==> src/rtl/debug_uart_pkg.sv <==
// Shared types and constants for the debug UART transmitter.
// Frame length depends on the DEBUG_UART_CSUM_EN macro (checksum byte appended when defined).
package debug_uart_pkg;

  typedef enum logic [1:0] {
    IDLE  = 2'd0,
    START = 2'd1,
    DATA  = 2'd2,
    STOP  = 2'd3
  } uart_state_e;

  localparam logic [7:0] SYNC_BYTE        = 8'hA5;
  localparam int         NUM_PAYLOAD      = 7;
  localparam int         BITS_PER_BYTE    = 10;
  localparam int         FRAME_BYTES_BASE = NUM_PAYLOAD + 1;
  localparam int         FRAME_BYTES_CSUM = NUM_PAYLOAD + 2;

`ifdef DEBUG_UART_CSUM_EN
  localparam int FRAME_BYTES = FRAME_BYTES_CSUM;
`else
  localparam int FRAME_BYTES = FRAME_BYTES_BASE;
`endif

  // XOR of the payload bytes only; the sync byte never contributes.
  function automatic logic [7:0] xor_payload(input logic [NUM_PAYLOAD-1:0][7:0] p);
    logic [7:0] acc;
    acc = 8'h00;
    for (int i = 0; i < NUM_PAYLOAD; i++) begin
      acc = acc ^ p[i];
    end
    return acc;
  endfunction

endpackage

==> src/rtl/debug_uart_tx_byte.sv <==
// 8N1 byte serialiser: owns the 16-bit baud counter, bit counter and line register.
// Handshake: load is taken in IDLE, or in the cycle done=1 (last stop-bit cycle) so bytes chain with no gap;
// done is a one-cycle pulse marking the final clock of the stop bit.
module uart_tx_byte
  import debug_uart_pkg::*;
#(
  parameter int CLKS_PER_BIT = 16
) (
  input  logic        clk,
  input  logic        nreset,
  input  logic        load,
  input  logic [7:0]  data,
  output logic        tx,
  output logic        done,
  output uart_state_e state
);

  localparam logic [15:0] BAUD_LAST = 16'(CLKS_PER_BIT - 1);

  logic [15:0] baud;
  logic [2:0]  bit_idx;
  logic [7:0]  shreg;
  logic        bit_end;

  assign bit_end = (baud == BAUD_LAST);
  assign done    = (state == STOP) && bit_end;

  always_ff @(posedge clk or negedge nreset) begin
    if (!nreset) begin
      state   <= IDLE;
      baud    <= '0;
      bit_idx <= '0;
      shreg   <= '0;
      tx      <= 1'b1;
    end else begin
      case (state)
        IDLE: begin
          tx <= 1'b1;
          if (load) begin
            shreg <= data;
            baud  <= '0;
            tx    <= 1'b0;
            state <= START;
          end
        end
        START: begin
          if (bit_end) begin
            baud    <= '0;
            bit_idx <= '0;
            tx      <= shreg[0];
            shreg   <= {1'b0, shreg[7:1]};
            state   <= DATA;
          end else begin
            baud <= baud + 16'd1;
          end
        end
        DATA: begin
          if (bit_end) begin
            baud <= '0;
            if (bit_idx == 3'd7) begin
              tx    <= 1'b1;
              state <= STOP;
            end else begin
              bit_idx <= bit_idx + 3'd1;
              tx      <= shreg[0];
              shreg   <= {1'b0, shreg[7:1]};
            end
          end else begin
            baud <= baud + 16'd1;
          end
        end
        STOP: begin
          if (bit_end) begin
            baud <= '0;
            if (load) begin
              shreg <= data;
              tx    <= 1'b0;
              state <= START;
            end else begin
              state <= IDLE;
            end
          end else begin
            baud <= baud + 16'd1;
          end
        end
        default: state <= IDLE;
      endcase
    end
  end

endmodule

==> src/rtl/debug_uart_tx.sv <==
// Debug snapshot transmitter: on trigger, latches seven debug bytes and sends A5 + payload as 8N1.
// DEBUG_UART_CSUM_EN appends an XOR checksum byte of the payload.
module debug_uart_tx
  import debug_uart_pkg::*;
#(
  parameter int CLKS_PER_BIT = 16
) (
  input  logic       clk,
  input  logic       nreset,
  input  logic       trigger,
  input  logic [7:0] debug_port1,
  input  logic [7:0] debug_port2,
  input  logic [7:0] debug_port3,
  input  logic [7:0] debug_port4,
  input  logic [7:0] debug_port5,
  input  logic [7:0] debug_port6,
  input  logic [7:0] debug_port7,
  output logic       tx,
  output logic       busy,
  output logic [7:0] drop_cnt
);

  localparam logic [3:0] LAST_IDX = 4'(FRAME_BYTES - 1);

  logic [NUM_PAYLOAD-1:0][7:0] snap;
  logic [3:0]  byte_idx;
  logic [3:0]  next_idx;
  logic [7:0]  next_byte;
  logic [7:0]  byte_data;
  logic        byte_load;
  logic        byte_done;
  logic        accept;
  logic        last_byte;
  uart_state_e byte_state;

  assign accept    = trigger && (byte_state == IDLE);
  assign last_byte = (byte_idx == LAST_IDX);
  assign next_idx  = byte_idx + 4'd1;

`ifdef DEBUG_UART_CSUM_EN
  logic [7:0] csum;
  assign csum = xor_payload(snap);
`endif

  always_comb begin
    next_byte = SYNC_BYTE;
    case (next_idx)
      4'd1: next_byte = snap[0];
      4'd2: next_byte = snap[1];
      4'd3: next_byte = snap[2];
      4'd4: next_byte = snap[3];
      4'd5: next_byte = snap[4];
      4'd6: next_byte = snap[5];
      4'd7: next_byte = snap[6];
`ifdef DEBUG_UART_CSUM_EN
      4'd8: next_byte = csum;
`endif
      default: next_byte = SYNC_BYTE;
    endcase
  end

  // Next byte is handed over on the last stop-bit cycle so the stream has no inter-byte gap.
  assign byte_load = accept || (byte_done && !last_byte);
  assign byte_data = accept ? SYNC_BYTE : next_byte;

  always_ff @(posedge clk or negedge nreset) begin
    if (!nreset) begin
      snap     <= '0;
      byte_idx <= '0;
      busy     <= 1'b0;
      drop_cnt <= 8'h00;
    end else begin
      if (accept) begin
        snap     <= {debug_port7, debug_port6, debug_port5, debug_port4,
                     debug_port3, debug_port2, debug_port1};
        byte_idx <= '0;
        busy     <= 1'b1;
      end else if (byte_done) begin
        if (last_byte) begin
          busy <= 1'b0;
        end else begin
          byte_idx <= next_idx;
        end
      end
      if (trigger && !accept && (drop_cnt != 8'hFF)) begin
        drop_cnt <= drop_cnt + 8'd1;
      end
    end
  end

  uart_tx_byte #(
    .CLKS_PER_BIT(CLKS_PER_BIT)
  ) u_byte (
    .clk   (clk),
    .nreset(nreset),
    .load  (byte_load),
    .data  (byte_data),
    .tx    (tx),
    .done  (byte_done),
    .state (byte_state)
  );

endmodule

==> config.mk <==
export PLATFORM = sky130hd
export DESIGN_NAME = debug_uart_tx
export DESIGN_NICKNAME = d
export VERILOG_FILES = /design/src/rtl/debug_uart_pkg.sv /design/src/rtl/debug_uart_tx_byte.sv /design/src/rtl/debug_uart_tx.sv
export SDC_FILE = /design/constraint.sdc
export NUM_CORES = 1
export LEC_CHECK = 0
export CORE_ASPECT_RATIO = 1.4
export CORE_MARGIN = 4
export CORE_UTILIZATION = 55
export DETAILED_ROUTE_END_ITERATION = 7
export PLACE_DENSITY = 0.91
export SLEW_MARGIN = 10
export SYNTH_ARGS = -nofsm -noshare
export SYNTH_HDL_FRONTEND = slang
export SYNTH_SLANG_ARGS = --single-unit
==> constraint.sdc <==
create_clock -name clk -period 2.55 [get_ports clk]
set_clock_uncertainty 0.05 [all_clocks]
set_input_delay 0.51 -clock clk [delete_from_list [all_inputs] [get_ports clk]]
set_output_delay 0.51 -clock clk [all_outputs]
set_load 0.005 [all_outputs]
# Yosys cells after proc, flatten, opt, wreduce, memory -nomap -nowiden
# Cells that the tools add are included.
# W data, S select, Z words.
[classes]
n_addsub = 4
mul = 0
n_div = 0
order_cmp = 0
n_eq_ne = 22
shift = 0
mux = 35
bitwise_logic = 0
n_reduce_logical = 19
[ops]
columns = ["operator", "n"]
rows = [
  ["$pmux W8 S7", 1],
  ["$mux W8", 6],
  ["$mux W16", 2],
  ["$pmux W16 S2", 1],
  ["$pmux W8 S4", 1],
  ["$eq A4 B3 Y1 const B", 5],
  ["$add A16 B1 Y16 const B", 1],
  ["$eq A16 B4 Y1 const B", 1],
  ["$mux W4", 3],
  ["$reduce_and A4 Y1", 3],
  ["$mux W1", 10],
  ["$mux W2", 5],
  ["$mux W3", 3],
  ["$add A8 B1 Y8 const B", 1],
  ["$eq A4 B2 Y1 const B", 2],
  ["$ne A2 B1 Y1 const B", 4],
  ["$ne A2 B2 Y1 const B", 4],
  ["$ne A8 B8 Y1 const B", 1],
  ["$pmux W2 S4", 1],
  ["$pmux W3 S2", 1],
  ["$reduce_bool A2 Y1", 3],
  ["$logic_and A1 B1 Y1", 5],
  ["$reduce_and A5 Y1", 1],
  ["$add A4 B1 Y4 const B", 1],
  ["other kinds (11)", 14],
]
[word_totals]
reg_bits = 99
latch_bits = 0
ramBits = 0
romBits = 0
output_inout_bits = 10
elab_cells = 95
memories = 0

# Longest topological paths before layout
# Gate-level depths: netlist of the first run.
[logic_depth]
word_depth = 7
depth_mapped = 10
ltp_nobuf = 8

# Hierarchy
# Synthesis of the first run repeated with hierarchy kept, for this count alone.
[unflattened]
cells_unflattened = 441
hier_area_um2 = 5171.2
[modules_own_cells]
columns = ["mod", "n_inst", "cells_each", "area_each_um2"]
rows = [
  ["debug_uart_tx", 1, 272, 3454.6],
  ["uart_tx_byte", 1, 169, 1716.6],
]

# Worst setup path before layout of the first run
# OpenSTA, ideal clock, no wires.
[synth_path]
path_kind = "register to register"
startpoint = "reg u_byte.state[0]"
endpoint = "reg u_byte.shreg[1]"
setup_time_ps = 77
t_arrival_ps = 2013
setup_slack_ps = 409
path_stages_with_launch = 11
path_buffers = 2
synth_period_minus_slack_ps = 2141
path_cell_list = "dfrtp_1 > inv_1 > ha_1 > clkbuf_1 > and2_1 > or3_1 > nor2_1 > a221o_1 > clkbuf_1 > a21oi_1 > a21oi_1"
[synth_via]
elab_chain_cells = 7
word_cells_on_any_way = 17
classes_between = "7 x eq/ne; 4 x mux; 6 x reduce/logical"
[synth_lines]
columns = ["item", "line", "text"]
rows = [
  ["start: declaration", "debug_uart_tx_byte.sv:15", "output uart_state_e state"],
  ["start signal: assignment", "debug_uart_tx_byte.sv:30", "state <= IDLE;"],
  ["start signal: assignment", "debug_uart_tx_byte.sv:43", "state <= START;"],
  ["start signal: assignment", "debug_uart_tx_byte.sv:52", "state <= DATA;"],
  ["$eq A2 B2 Y1", "debug_uart_tx_byte.sv:26, debug_uart_tx_byte.sv:36", ""],
  ["$logic_and A1 B1 Y1", "debug_uart_tx_byte.sv:26", "assign done = (state == STOP) && bit_end;"],
  ["$logic_and A1 B1 Y1", "debug_uart_tx.sv:63", "assign byte_load = accept || (byte_done && !last_byte);"],
  ["$logic_or A1 B1 Y1", "debug_uart_tx.sv:63", ""],
  ["$mux W8", "debug_uart_tx_byte.sv:39, debug_uart_tx_byte.sv:75", ""],
  ["$mux W8", "debug_uart_tx_byte.sv:73", "if (bit_end) begin"],
  ["$pmux W8 S4", "debug_uart_tx_byte.sv:36", "case (state)"],
  ["end signal: assignment", "debug_uart_tx_byte.sv:40", "shreg <= data;"],
  ["end signal: assignment", "debug_uart_tx_byte.sv:51", "shreg <= {1'b0, shreg[7:1]};"],
  ["end signal: assignment", "debug_uart_tx_byte.sv:76", "shreg <= data;"],
  ["end: declaration", "debug_uart_tx_byte.sv:22", "logic [7:0] shreg;"],
]
# Several ways; a longest one is shown, not always the timed one. The select of a mux whose other input is x is not followed.
# A chain may end at the register's enable or synchronous reset.

# Final worst setup path of the first run
[layout_path]
startpoint = "reg byte_idx[0]"
endpoint = "reg u_byte.shreg[6]"
[layout_via]
elab_chain_cells = 7
word_cells_on_any_way = 17
classes_between = "1 x add/sub; 8 x eq/ne; 5 x mux; 3 x reduce/logical"
[layout_lines]
columns = ["item", "line", "text"]
rows = [
  ["start: declaration", "debug_uart_tx.sv:26", "logic [3:0] byte_idx;"],
  ["start signal: assignment", "debug_uart_tx.sv:82", "byte_idx <= next_idx;"],
  ["$add A4 B1 Y4 or $eq A4 B3 Y1 (tied branches)", "debug_uart_tx.sv:38, debug_uart_tx.sv:37", ""],
  ["$eq A4 B3 Y1, or another cell as far along", "debug_uart_tx.sv:47", "case (next_idx)"],
  ["$pmux W8 S7 or $logic_and A1 B1 Y1 (tied branches)", "debug_uart_tx.sv:47, debug_uart_tx.sv:63", ""],
  ["$mux W8 or $logic_or A1 B1 Y1 (tied branches)", "debug_uart_tx.sv:64, debug_uart_tx.sv:63", ""],
  ["$mux W8 *", "debug_uart_tx_byte.sv:39, debug_uart_tx_byte.sv:75", ""],
  ["$mux W8", "debug_uart_tx_byte.sv:73", ""],
  ["$pmux W8 S4 *", "debug_uart_tx_byte.sv:36", ""],
]
# Mark *: on every way between the ends. The rest lies on a longest branch, timed or not. The select of a mux whose other input is x is not followed.

==> results of run 1 <==
-- critical path: stages, from the launching register on --
cell	delay [ps]
sky130_fd_sc_hd__dfrtp_1	510
sky130_fd_sc_hd__inv_1	120
sky130_fd_sc_hd__ha_1	320
sky130_fd_sc_hd__buf_4	230
sky130_fd_sc_hd__a222oi_1	530
sky130_fd_sc_hd__o22ai_1	130
sky130_fd_sc_hd__o21ai_0	190
sky130_fd_sc_hd__a21o_1	140
sky130_fd_sc_hd__a21oi_1	50
-- cell type report --
cell class	instances	area, sq um	area share (%)
Multi-Input combinational cell	451	2520	39.9
Sequential cell	99	2480	39.2
Timing Repair Buffer	89	861	13.6
Clock buffer	9	225	3.56
Tap cell	107	134	2.12
Clock inverter	7	61.3	0.969
Inverter	11	41.3	0.653
-- path summary, 6_finish.rpt --
kind / cells past startpoint / to / start / slack, ps
setup / recovery: 8 / u_byte.shreg[6]$_DFFE_PN0P_ / byte_idx[0]$_DFFE_PN0P_ / 160
hold / removal: 1 / u_byte.baud[5]$_DFFE_PN0P_ / nreset / 20
setup reg to reg: 8 / u_byte.shreg[6]$_DFFE_PN0P_ / byte_idx[0]$_DFFE_PN0P_ / 160
hold reg to reg: 2 / snap[39]$_DFFE_PN0P_ / snap[39]$_DFFE_PN0P_ / 430
max in group asynchronous: 2 / snap[53]$_DFFE_PN0P_ / nreset / 1840
min in group clk: 2 / snap[39]$_DFFE_PN0P_ / snap[39]$_DFFE_PN0P_ / 430
-- power by group through the flow --
| stage | registers (W) | clock network, W | logic (W) |
|---|---|---|---|
| 4_1_cts | 0.00168 | 0.00132 | 0.000343 |
| 3_3_place_gp | 0.00170 | 0 | 0.000329 |
| 3_5_place_dp | 0.00171 | 0 | 0.000344 |
| 5_1_grt | 0.00169 | 0.00138 | 0.000367 |
| 6_report | 0.00168 | 0.00130 | 0.000337 |
| 2_1_floorplan | 0.00170 | 0 | 0.0000848 |
-- state kept, by name, indices dropped and copies added, names as in the netlist --
signal,count
u_byte.state,2
u_byte.bit_idx,3
u_byte.baud,16
byte_idx,4
snap,56
u_byte.tx,1
busy,1
u_byte.shreg,8
drop_cnt,8
-- layer usage --
layer / share of wire, % / vias to the layer above / GRT usage, % / wire (microns)
met2: 53 / 206 / 44.4 / 7000
met3: 5.5 / 47 / 3.62 / 722
met1: 37 / 2274 / 25.2 / 4870
met4: 4.3 / 0 / 14.7 / 565
met5: 0 / - / 0 / 0
li1: - / 2209 / - / -
-- cells by family (layout without fill, tap and decap cells) --
logic type | after synthesis | count (layout) | synth area share [%]
compound gates | 132 | 132 | 17.9
flops | 99 | 99 | 47.9
simple gates | 284 | 284 | 23.2
buf+inv | 45 | 116 | 3.65
xor+xnor | 10 | 10 | 1.69
fa+ha+maj | 14 | 14 | 3.39
mux | 11 | 11 | 2.30
-- timing repair --
| item | in CTS | in global routing |
|---|---|---|
| gates resized for setup | 0 | 5 |
| endpoints found under the hold margin | 0 | 0 |
| setup endpoints to repair | 0 | 8 |
-- metrics by stage --
stage                     util, %  instances  hold WS, ps
final                        69.7        773         19.5
after global routing         69.7        773         37.2
after CTS                    69.5        773         20.7
after detailed placement     66.3        757          386
after global placement       66.3        757          384
after floorplan                 -        595          164
-- layout by cell type (no fill, tap or decap), drive strengths merged, types with 5 or more instances in the layout --
| master | instances |
|---|---|
| a222oi | 8 |
| nor2 | 29 |
| inv | 14 |
| ha | 14 |
| o221ai | 10 |
| a21o | 6 |
| o21ai | 35 |
| a22o | 7 |
| a221oi | 7 |
| clkdlybuf4s50 | 67 |
| and3 | 9 |
| xnor2 | 9 |
| a31oi | 8 |
| a21oi | 20 |
| nand4 | 5 |
| nand3 | 6 |
| dfrtp | 98 |
| buf | 22 |
| nor3 | 7 |
| clkbuf | 9 |
| a22oi | 6 |
| mux2 | 7 |
| nand2 | 207 |
==> results.txt, run 1 <==
Setup repair after global routing left no endpoint under its margin. In this run the biggest area consumer among cell types represents 47.4% of the synthesized area. The average instance in the mapped netlist occupies 8.69 sq um. The path class of the lowest-slack min-delay path is primary input to asynchronous set/reset pin. The part of the Yosys area used for sequential elements is 47.9%. The number of hold-slack violations in the final timing report came out at 0. The worst setup path is of the register to register kind. Combinational cells account for 10.2% of the total power. After filler insertion, the fill cell instance count of the layout stands at 651. The routability congestion estimate came out at 0.957. The total global routing overflow is 0. At the pin with the least slew margin, the transition time is 547 ps. The final critical path takes up 93.6% of the cycle.

The instance count of the mapped netlist is 595. The overall routed net length came out at 13200 microns. After detailed routing, the number of vias per cell comes to 6.13. The share of total power dissipated in sequential elements is 50.7%.

The final-report max-slew violation count is 0. The number of global-route vias before repair was 4648. The post-synthesis instance area is 5170 sq um.

TritonCTS built the clock tree. The clock-pin transition on the worst setup and hold timing paths came out at 70 ps. The maximum ir drop on the vdd rail came out at 389 uV. The width of the die came out at 90.0 microns.

For this design the total switching power over the nets is 0.000791 W. In this run, the clock network consumes 39.1% of the power. The routed wire length per instance came out at 17.0 microns. The placed instance area is 6020 sq um. After synthesis the netlist holds a flip-flop and latch count of 99. The pin count of the biggest net entering global routing is 60.

The layout cell share with drive strength beyond 1 is 8.71%. The peak clock frequency supported by timing came out at 0.419 GHz. The leakage component of the power is 2.92 nW.

For the final routed database, the setup TNS stands at 0 ps. The number of setup buffers added after CTS is 0. The nature of the critical path endpoint is a register.

The signal arrival time at the worst endpoint is 2580 ps. The number of antenna violations at the first check in global routing is 0. The number of warning messages in the yosys log came out at 0. The switching portion of total power is 23.9%.

The effective utilization at floorplan came out at 57.0%. The worst relative slew slack is 63.6%. The netlist uses 53 different library cells. The final number of setup-violating endpoints came out at 0. Clock tree synthesis selected as its root buffer the cell sky130_fd_sc_hd__clkbuf_16. The post-detailed-placement half-perimeter wirelength came out at 9540 microns.

The power density normalized to cell area came out at 524 nW/um^2. The number of nets produced by synthesis is 668. The total power draw is 0.00331 W. Across the run, the number of max-cap violations was 0. The number of CTS-inserted buffers came out at 9.

The cell area after layout came out at 6320 sq um. The number of enable flip-flop cells after synthesis came out at 0. The cts-stage hold buffer count is 0.

The clock drives 99 sinks. At the end of the flow, the number of nets in the layout was 734. The number of H-tree levels came out at 3. The worst path needs 2390 ps of the cycle, external delays included.

The cell taking the most area after synthesis is sky130_fd_sc_hd__dfrtp_1. The I/O pin count is 69. In this run the deepest clock path goes through 2 buffers. Setup slack closes at 162 ps.

By count the netlist is led by sky130_fd_sc_hd__nand2_1, sky130_fd_sc_hd__dfrtp_1, sky130_fd_sc_hd__o21ai_0. The count of nets left with antenna violations once routing finished came out at 0. The via total after detailed routing is 4736. For this run, asynchronously set or reset flops after synthesis account for 100%. The worst setup slack before clock tree synthesis is 102 ps. The DRC violation count after routing came out at 0.

The die height came out at 123 microns. The floorplan step defined a core boundary enclosing 9080 sq um. The worst setup path is launched from a register. The most common flop cell mapped by yosys is sky130_fd_sc_hd__dfrtp_1.

The data required time at the worst endpoint is 2740 ps. In the post-synthesis netlist, the biggest area contributors are sky130_fd_sc_hd__dfrtp_1, sky130_fd_sc_hd__nand2_1, sky130_fd_sc_hd__ha_1. The cell-internal power is 0.00252 W. The insertion delay of the later-clocked pin in the worst-skew pair came out at 350 ps. The cell row count came out at 41. The count of buffers added on input and output ports is 68. Yosys instantiated no cell more often than sky130_fd_sc_hd__nand2_1. The wire length of the first global-routing pass came out at 21100 microns. The area growth from synthesis to layout came out at 22.3%. The number of antenna diodes in the final layout is 0. For this block, the initial DRC count from the detailed router was 441.

The flow ran to the end, and the final reports show no timing, DRC or antenna violations. The first detailed-routing pass ran for 5 iterations. In the global route stage, overall resource usage came out at 23.8%. The largest fanout on the critical path came out at 12. The floorplan step defined a die boundary enclosing 11000 sq um.
Note: power is estimated with default switching activity, not from simulation.
==> run 2: changes to the inputs <==
--- a/config.mk
+++ b/config.mk
@@ -5,9 +5,11 @@
 export SDC_FILE = /design/constraint.sdc
 export NUM_CORES = 1
 export LEC_CHECK = 0
+export CELL_PAD_IN_SITES_DETAIL_PLACEMENT = 1
+export CELL_PAD_IN_SITES_GLOBAL_PLACEMENT = 1
 export CORE_ASPECT_RATIO = 1.4
 export CORE_MARGIN = 4
-export CORE_UTILIZATION = 55
+export CORE_UTILIZATION = 42
 export DETAILED_ROUTE_END_ITERATION = 7
 export PLACE_DENSITY = 0.91
 export SLEW_MARGIN = 10
==> results.txt, run 2 (synthesized netlist as in run 1, its figures left out) <==
The flip-flop count of the largest register, all copies and words added came out at 56 (unchanged). The actual transition at the worst max-transition pin is 631 ps (was 547 ps). The antenna diode count came to 0 (unchanged). The via density per instance came to 5.88 (was 6.13). The effective utilization at floorplan is 43.3% (was 57.0%).

The via total after detailed routing is 4825 (was 4736). The nature of the critical path endpoint is a register (unchanged). The number of global-route vias before repair was 5356 (was 4648). The number of H-tree levels came out at 3 (unchanged). The worst relative slew slack came out at 57.8% (was 63.6%). The number of routed nets with antenna violations came to 0 (unchanged). The final-report max-slew violation count came out at 0 (unchanged).

The clock period minus final worst setup slack is 2510 ps (was 2390 ps). The width of the die came out at 102 microns (was 90.0 microns). The fraction of the cycle the final worst path needs was 98.5% (was 93.6%). The number of antenna violations at the first check in global routing is 0 (unchanged). Result of the run: finished clean (unchanged). The pin count of the biggest net entering global routing is 60 (unchanged).

The register ranked first by flip-flop count was snap (unchanged). The clock-pin transition on the worst setup and hold timing paths came to 70 ps (about the same). The first-pass detailed-route iteration total came out at 6 (was 5). The clock net sink count is 99 (unchanged). The insertion delay of the later-clocked pin in the worst-skew pair came out at 350 ps (about the same). The maximum ir drop on the vdd rail came to 276 uV (was 389 uV).

The number of port buffers is 68 (unchanged). The number of hold-slack violations in the final timing report is 0 (unchanged). The start point of the critical path is byte_idx[1]$_DFFE_PN0P_ (was byte_idx[0]$_DFFE_PN0P_). The path type of the worst setup path is register to register (unchanged).

The power density normalized to cell area is 542 nW/um^2 (was 524 nW/um^2). The count of routing violations after the opening detailed-route iteration is 314 (was 441). The highest-delay cell along the critical path is sky130_fd_sc_hd__dfrtp_1 (was sky130_fd_sc_hd__a222oi_1). The signal arrival time at the worst endpoint is 2690 ps (was 2580 ps). The routability congestion estimate came to 0.870 (was 0.957).

Top library cells by usage in the layout, fill and taps aside: sky130_fd_sc_hd__nand2_1, sky130_fd_sc_hd__dfrtp_1, sky130_fd_sc_hd__clkdlybuf4s50_1 (unchanged). The DRC violation count after routing is 0 (unchanged). The largest fanout on the critical path was 9 (was 12). The cell chosen for the clock root is sky130_fd_sc_hd__clkbuf_16 (unchanged). The number of CTS-inserted buffers came out at 9 (unchanged). The sequential cell area came out at 2480 sq um (unchanged). The layout cell share with drive strength beyond 1 is 10.1% (was 8.71%). The overall routed net length came to 16200 microns (was 13200 microns).

The number of buffers between clock root and the deepest sink is 2 (unchanged). The net count of the finished layout is 742 (was 734). The final number of setup-violating endpoints was 0 (unchanged).

The largest stage delay on the critical path was 560 ps (was 530 ps). The launch point of the worst reg-to-reg path was byte_idx[1]$_DFFE_PN0P_ (was byte_idx[0]$_DFFE_PN0P_). The total global routing overflow came out at 0 (unchanged).

The post-detailed-placement half-perimeter wirelength is 11300 microns (was 9540 microns). The kind of launch point of the worst setup path is a register (unchanged). Registers with the highest flip-flop counts: snap (56), u_byte.baud (16) (unchanged). The worst setup slack before clock tree synthesis was 32.6 ps (was 102 ps). The leakage component of the power is 2.98 nW (was 2.92 nW). The smallest setup slack after layout is 38.0 ps (was 162 ps). The area of the placeable core came out at 11900 sq um (was 9080 sq um). The data required time at the worst endpoint came to 2730 ps (was 2740 ps). The area taken by multi-input logic gates came out at 2540 sq um (was 2520 sq um). The path class of the lowest-slack min-delay path is primary input to asynchronous set/reset pin (unchanged). The overall global routing resource usage came out at 23.1% (was 23.8%). The number of filler cells placed in the layout is 1382 (was 651).

The routed wire length per instance is 19.7 microns (was 17.0 microns). The peak clock frequency supported by timing came out at 0.398 GHz (was 0.419 GHz). The overall die area came out at 14200 sq um (was 11000 sq um).

The area growth from synthesis to layout is 25.9% (was 22.3%). The cts-stage hold buffer count came out at 0 (unchanged). The final design utilization came out at 54.5% (was 69.7%). The I/O pin count came out at 69 (unchanged).

The wire length of the first global-routing pass is 26000 microns (was 21100 microns). The commonest non-fill, non-tap cell in the layout is sky130_fd_sc_hd__nand2_1 (unchanged). The cell row count is 47 (was 41). The number of maximum-capacitance constraint violations is 0 (unchanged). Critical path, cell by cell: inv_1 -> ha_1 -> a222oi_1 -> buf_4 -> o22ai_1 -> o21a_1 -> o41ai_1 -> o21ai_0 (was inv_1 -> ha_1 -> buf_4 -> a222oi_1 -> o22ai_1 -> o21ai_0 -> a21o_1 -> a21oi_1).

The TritonCTS clock tree is built (unchanged). The die height came out at 139 microns (was 123 microns). The worst hold-check slack came out at 100 ps (was 19.5 ps). RSZ-0062 raised after global routing: true (was false).
==> run 2: changes by cell type in the layout (fill, tap and decap cells not counted), moves of 2 or more <==
| cell | change |
|---|---|
| sky130_fd_sc_hd__buf_4 | +7 |
| sky130_fd_sc_hd__clkinv_4 | -3 |
| sky130_fd_sc_hd__inv_6 | -3 |
| sky130_fd_sc_hd__bufinv_16 | +2 |
| sky130_fd_sc_hd__clkinvlp_4 | +2 |
==> run 2: critical path, delay by kind of cell (launching register included) <==
kind                       cells  cell delay [ps]
DFF                            1              560
AOI/OAI and AO/OA              5             1160
adders and majority gates      1              310
buffers and inverters          2              310
==> run 2: worst paths after layout <==
kind,to,slack (ps),depth (start not counted)
worst max-delay path,u_byte.shreg[7]$_DFFE_PN0P_,40,8
worst min-delay path,drop_cnt[7]$_DFFE_PN0P_,100,1
worst max register to register,u_byte.shreg[7]$_DFFE_PN0P_,40,8
worst min register to register,snap[46]$_DFFE_PN0P_,430,2
max in group asynchronous,u_byte.tx$_DFFE_PN1P_,1590,2
min in group clk,snap[46]$_DFFE_PN0P_,430,2
==> run 2: routing by layer <==
layer	GRT usage [%]	share of wire [%]	vias up	wire, microns
met5	0	0	-	0
met4	12.5	4.3	0	698
met3	2.55	2.9	58	476
met2	42.8	55	135	8940
met1	24.8	37	2418	6040
li1	-	-	2214	-
==> run 2: where the power goes <==
group          total [W]  switching [W]  internal [W]
clock            0.00151       0.000624      0.000887
sequential       0.00168      0.0000599       0.00162
combinational   0.000340       0.000118      0.000221
==> run 2: final cells by class <==
type / instances / share of cell area, %
clock buffers: 10 / 3.67
inverters: 11 / 0.634
flip-flops and latches: 99 / 38.1
clock inverters: 6 / 1.36
well taps: 147 / 2.83
repair buffers: 97 / 14.3
multi-input cells: 451 / 39.1
==> run 2: what timing repair did <==
action	CTS	global route
pin swaps	0	2
setup endpoints to repair	2	10
gates resized for setup	1	6
setup buffers	0	2
==> run 2: metrics by stage <==
stage / total power [W] / instances / instance area [sq um] / setup TNS (ps)
floorplan: 0.00179 / 595 / 5170 / 0
global placement: 0.00204 / 803 / 6130 / 0
detailed placement: 0.00206 / 803 / 6130 / 0
CTS: 0.00357 / 819 / 6460 / 0
global route: 0.00367 / 821 / 6510 / -230
finish: 0.00353 / 821 / 6510 / 0
==> run 3: changes to the inputs <==
--- a/config.mk
+++ b/config.mk
@@ -5,14 +5,16 @@
 export SDC_FILE = /design/constraint.sdc
 export NUM_CORES = 1
 export LEC_CHECK = 0
+export CAP_MARGIN = 20
 export CELL_PAD_IN_SITES_DETAIL_PLACEMENT = 1
 export CELL_PAD_IN_SITES_GLOBAL_PLACEMENT = 1
 export CORE_ASPECT_RATIO = 1.4
 export CORE_MARGIN = 4
 export CORE_UTILIZATION = 42
 export DETAILED_ROUTE_END_ITERATION = 7
+export GPL_TIMING_DRIVEN = 0
 export PLACE_DENSITY = 0.91
-export SLEW_MARGIN = 10
+export SLEW_MARGIN = 20
 export SYNTH_ARGS = -nofsm -noshare
 export SYNTH_HDL_FRONTEND = slang
 export SYNTH_SLANG_ARGS = --single-unit
==> results.txt, run 3 (synthesized netlist as in run 1, its figures left out) <==
The cell-internal power is 0.00272 W (was 0.00273 W). Result of the run: finished clean (unchanged). The DRC violation count after routing came out at 0 (unchanged). The number of maximum-capacitance constraint violations came to 0 (unchanged). The final design utilization is 54.2% (was 54.5%).

The total global routing overflow came out at 0 (unchanged). The clock period minus final worst setup slack is 2490 ps (was 2510 ps). The part of the power in combinational logic is 9.7% (was 9.6%). The antenna diode count is 0 (unchanged). Top library cells by usage in the layout, fill and taps aside: sky130_fd_sc_hd__nand2_1, sky130_fd_sc_hd__dfrtp_1, sky130_fd_sc_hd__clkdlybuf4s50_1 (unchanged). The cell chosen for the clock root is sky130_fd_sc_hd__clkbuf_16 (unchanged). The number of H-tree levels is 3 (unchanged). The number of CTS-inserted buffers was 9 (unchanged). The path class of the lowest-slack min-delay path is primary input to asynchronous set/reset pin (unchanged). The register ranked first by flip-flop count was snap (unchanged). The TritonCTS clock tree was built (unchanged). The switching portion of total power came out at 21.9% (was 22.7%).

The placed instance area came out at 6060 sq um (was 6130 sq um). The register-to-register setup slack came out at 60 ps (was 40 ps). The maximum ir drop on the vdd rail came out at 279 uV (was 276 uV). The largest fanout on the critical path came to 10 (was 9). The cts-stage hold buffer count was 0 (unchanged). The commonest non-fill, non-tap cell in the layout is sky130_fd_sc_hd__nand2_1 (unchanged).

The overall routed net length was 16400 microns (was 16200 microns). The net count of the finished layout is 750 (was 742). The routed wire length per instance came out at 19.8 microns (was 19.7 microns).

The width of the die is 102 microns (unchanged). The clock-pin transition on the worst setup and hold timing paths came out at 70 ps (about the same). The number of buffers between clock root and the deepest sink came out at 2 (unchanged). The area growth from synthesis to layout came out at 25.1% (was 25.9%). Registers with the highest flip-flop counts: snap (56), u_byte.baud (16) (unchanged). The power density normalized to cell area is 539 nW/um^2 (was 542 nW/um^2). The actual transition at the worst max-transition pin is 832 ps (was 631 ps). The smallest setup slack after layout is 64.6 ps (was 38.0 ps). The clock network fraction of design power was 41.9% (was 42.8%). The fraction of the cycle the final worst path needs came out at 97.5% (was 98.5%). The portion of total power attributed to sequential cells is 48.3% (was 47.6%).

The switching power is 0.000763 W (was 0.000802 W). The cell area after layout is 6470 sq um (was 6510 sq um). The layout cell share with drive strength beyond 1 is 9.10% (was 10.1%). The via total after detailed routing is 4850 (was 4825).

The number of filler cells placed in the layout came to 1391 (was 1382). The nature of the critical path endpoint is a register (unchanged). The area of the placeable core is 11900 sq um (unchanged). The overall die area is 14200 sq um (unchanged). The insertion delay of the later-clocked pin in the worst-skew pair came to 340 ps (was 350 ps). RSZ-0062 raised after global routing: true (unchanged). The flip-flop count of the largest register, all copies and words added is 56 (unchanged). The number of hold-slack violations in the final timing report is 0 (unchanged).

The data required time at the worst endpoint is 2730 ps (about the same). The effective utilization at floorplan came out at 43.3% (unchanged). The via density per instance is 5.86 (was 5.88). The die height is 139 microns (unchanged). The routability congestion estimate is 0.893 (was 0.870).

The number of global-route vias before repair came out at 5202 (was 5356). The clock net sink count was 99 (unchanged). The number of routed nets with antenna violations is 0 (unchanged). The cell row count was 47 (unchanged). The pin count of the biggest net entering global routing came out at 52 (was 60). The final number of setup-violating endpoints came out at 0 (unchanged). The count of routing violations after the opening detailed-route iteration is 345 (was 314).

The worst setup slack before clock tree synthesis is -370 ps (was 32.6 ps). The number of antenna violations at the first check in global routing is 0 (unchanged). The number of port buffers came to 68 (unchanged). The sequential cell area is 2480 sq um (about the same). The first-pass detailed-route iteration total is 7 (was 6). The I/O pin count was 69 (unchanged). The kind of launch point of the worst setup path is a register (unchanged). The leakage component of the power was 2.95 nW (was 2.98 nW). The peak clock frequency supported by timing is 0.402 GHz (was 0.398 GHz). The overall global routing resource usage came to 23.5% (was 23.1%).

The area taken by multi-input logic gates came out at 2550 sq um (was 2540 sq um). The worst relative slew slack is 44.2% (was 57.8%). The wire length of the first global-routing pass is 26300 microns (was 26000 microns). The final-report max-slew violation count came out at 0 (unchanged). The signal arrival time at the worst endpoint is 2660 ps (was 2690 ps).

The path type of the worst setup path is register to register (unchanged). The post-detailed-placement half-perimeter wirelength came out at 11700 microns (was 11300 microns).
==> run 3: layout make-up <==
cell class / count / area share [%]
buffer: 30 / 2.26
multi-input combinational: 452 / 39.4
clock buffer: 10 / 3.70
inverter: 11 / 0.638
timing repair buffer: 74 / 11.5
tap: 147 / 2.84
sequential: 99 / 38.4
clock inverter: 5 / 1.20
==> run 3: final timing paths <==
check                                         from                           to  depth (start not counted)
min in group clk              snap[55]$_DFFE_PN0P_         snap[55]$_DFFE_PN0P_                          2
max in group asynchronous                   nreset        u_byte.tx$_DFFE_PN1P_                          2
max reg2reg                byte_idx[0]$_DFFE_PN0P_  u_byte.shreg[1]$_DFFE_PN0P_                          9
max                        byte_idx[0]$_DFFE_PN0P_  u_byte.shreg[1]$_DFFE_PN0P_                          9
min                                         nreset   u_byte.baud[0]$_DFFE_PN0P_                          1
min reg2reg                   snap[55]$_DFFE_PN0P_         snap[55]$_DFFE_PN0P_                          2
==> run 3: metal layers <==
layer | vias to the layer above | GRT usage, % | wire length (microns)
met5 | - | 0 | 0
met1 | 2432 | 26.1 | 6080
met4 | 0 | 11.3 | 784
met2 | 128 | 42.9 | 8950
met3 | 50 | 3.46 | 549
li1 | 2240 | - | -
==> run 3: power by group through the flow <==
stage | Combinational (W) | Sequential (W) | Clock (W)
global route | 0.000365 | 0.00169 | 0.00155
detailed placement | 0.000344 | 0.00171 | 0
global placement | 0.000325 | 0.00171 | 0
finish | 0.000339 | 0.00168 | 0.00146
floorplan | 0.0000848 | 0.00170 | 0
CTS | 0.000346 | 0.00168 | 0.00148
==> run 3: repair_timing <==
action | CTS | global route
gates resized for setup | 8 | 15
buffers inserted | 3 | 2
endpoints found under the setup margin | 28 | 23
pin swaps | 4 | 2
cloned | 0 | 1
==> run 3: critical path: stages (launching register included) <==
cell,delay [ps]
sky130_fd_sc_hd__dfrtp_2,470
sky130_fd_sc_hd__ha_1,260
sky130_fd_sc_hd__buf_2,220
sky130_fd_sc_hd__nand2_1,120
sky130_fd_sc_hd__a31oi_1,100
sky130_fd_sc_hd__o22a_1,230
sky130_fd_sc_hd__o211ai_1,530
sky130_fd_sc_hd__buf_4,230
sky130_fd_sc_hd__a21o_1,90
sky130_fd_sc_hd__a21oi_1,60
==> run 3: per-stage QoR <==
step	setup TNS [ps]	cells	total power, W	hold WS [ps]
6_report	0	828	0.00348	56.6
5_1_grt	-39.2	828	0.00361	86.5
4_1_cts	0	826	0.00351	68.2
3_5_place_dp	-6970	811	0.00206	414
3_3_place_gp	-270780	810	0.00203	409
2_1_floorplan	0	595	0.00179	164
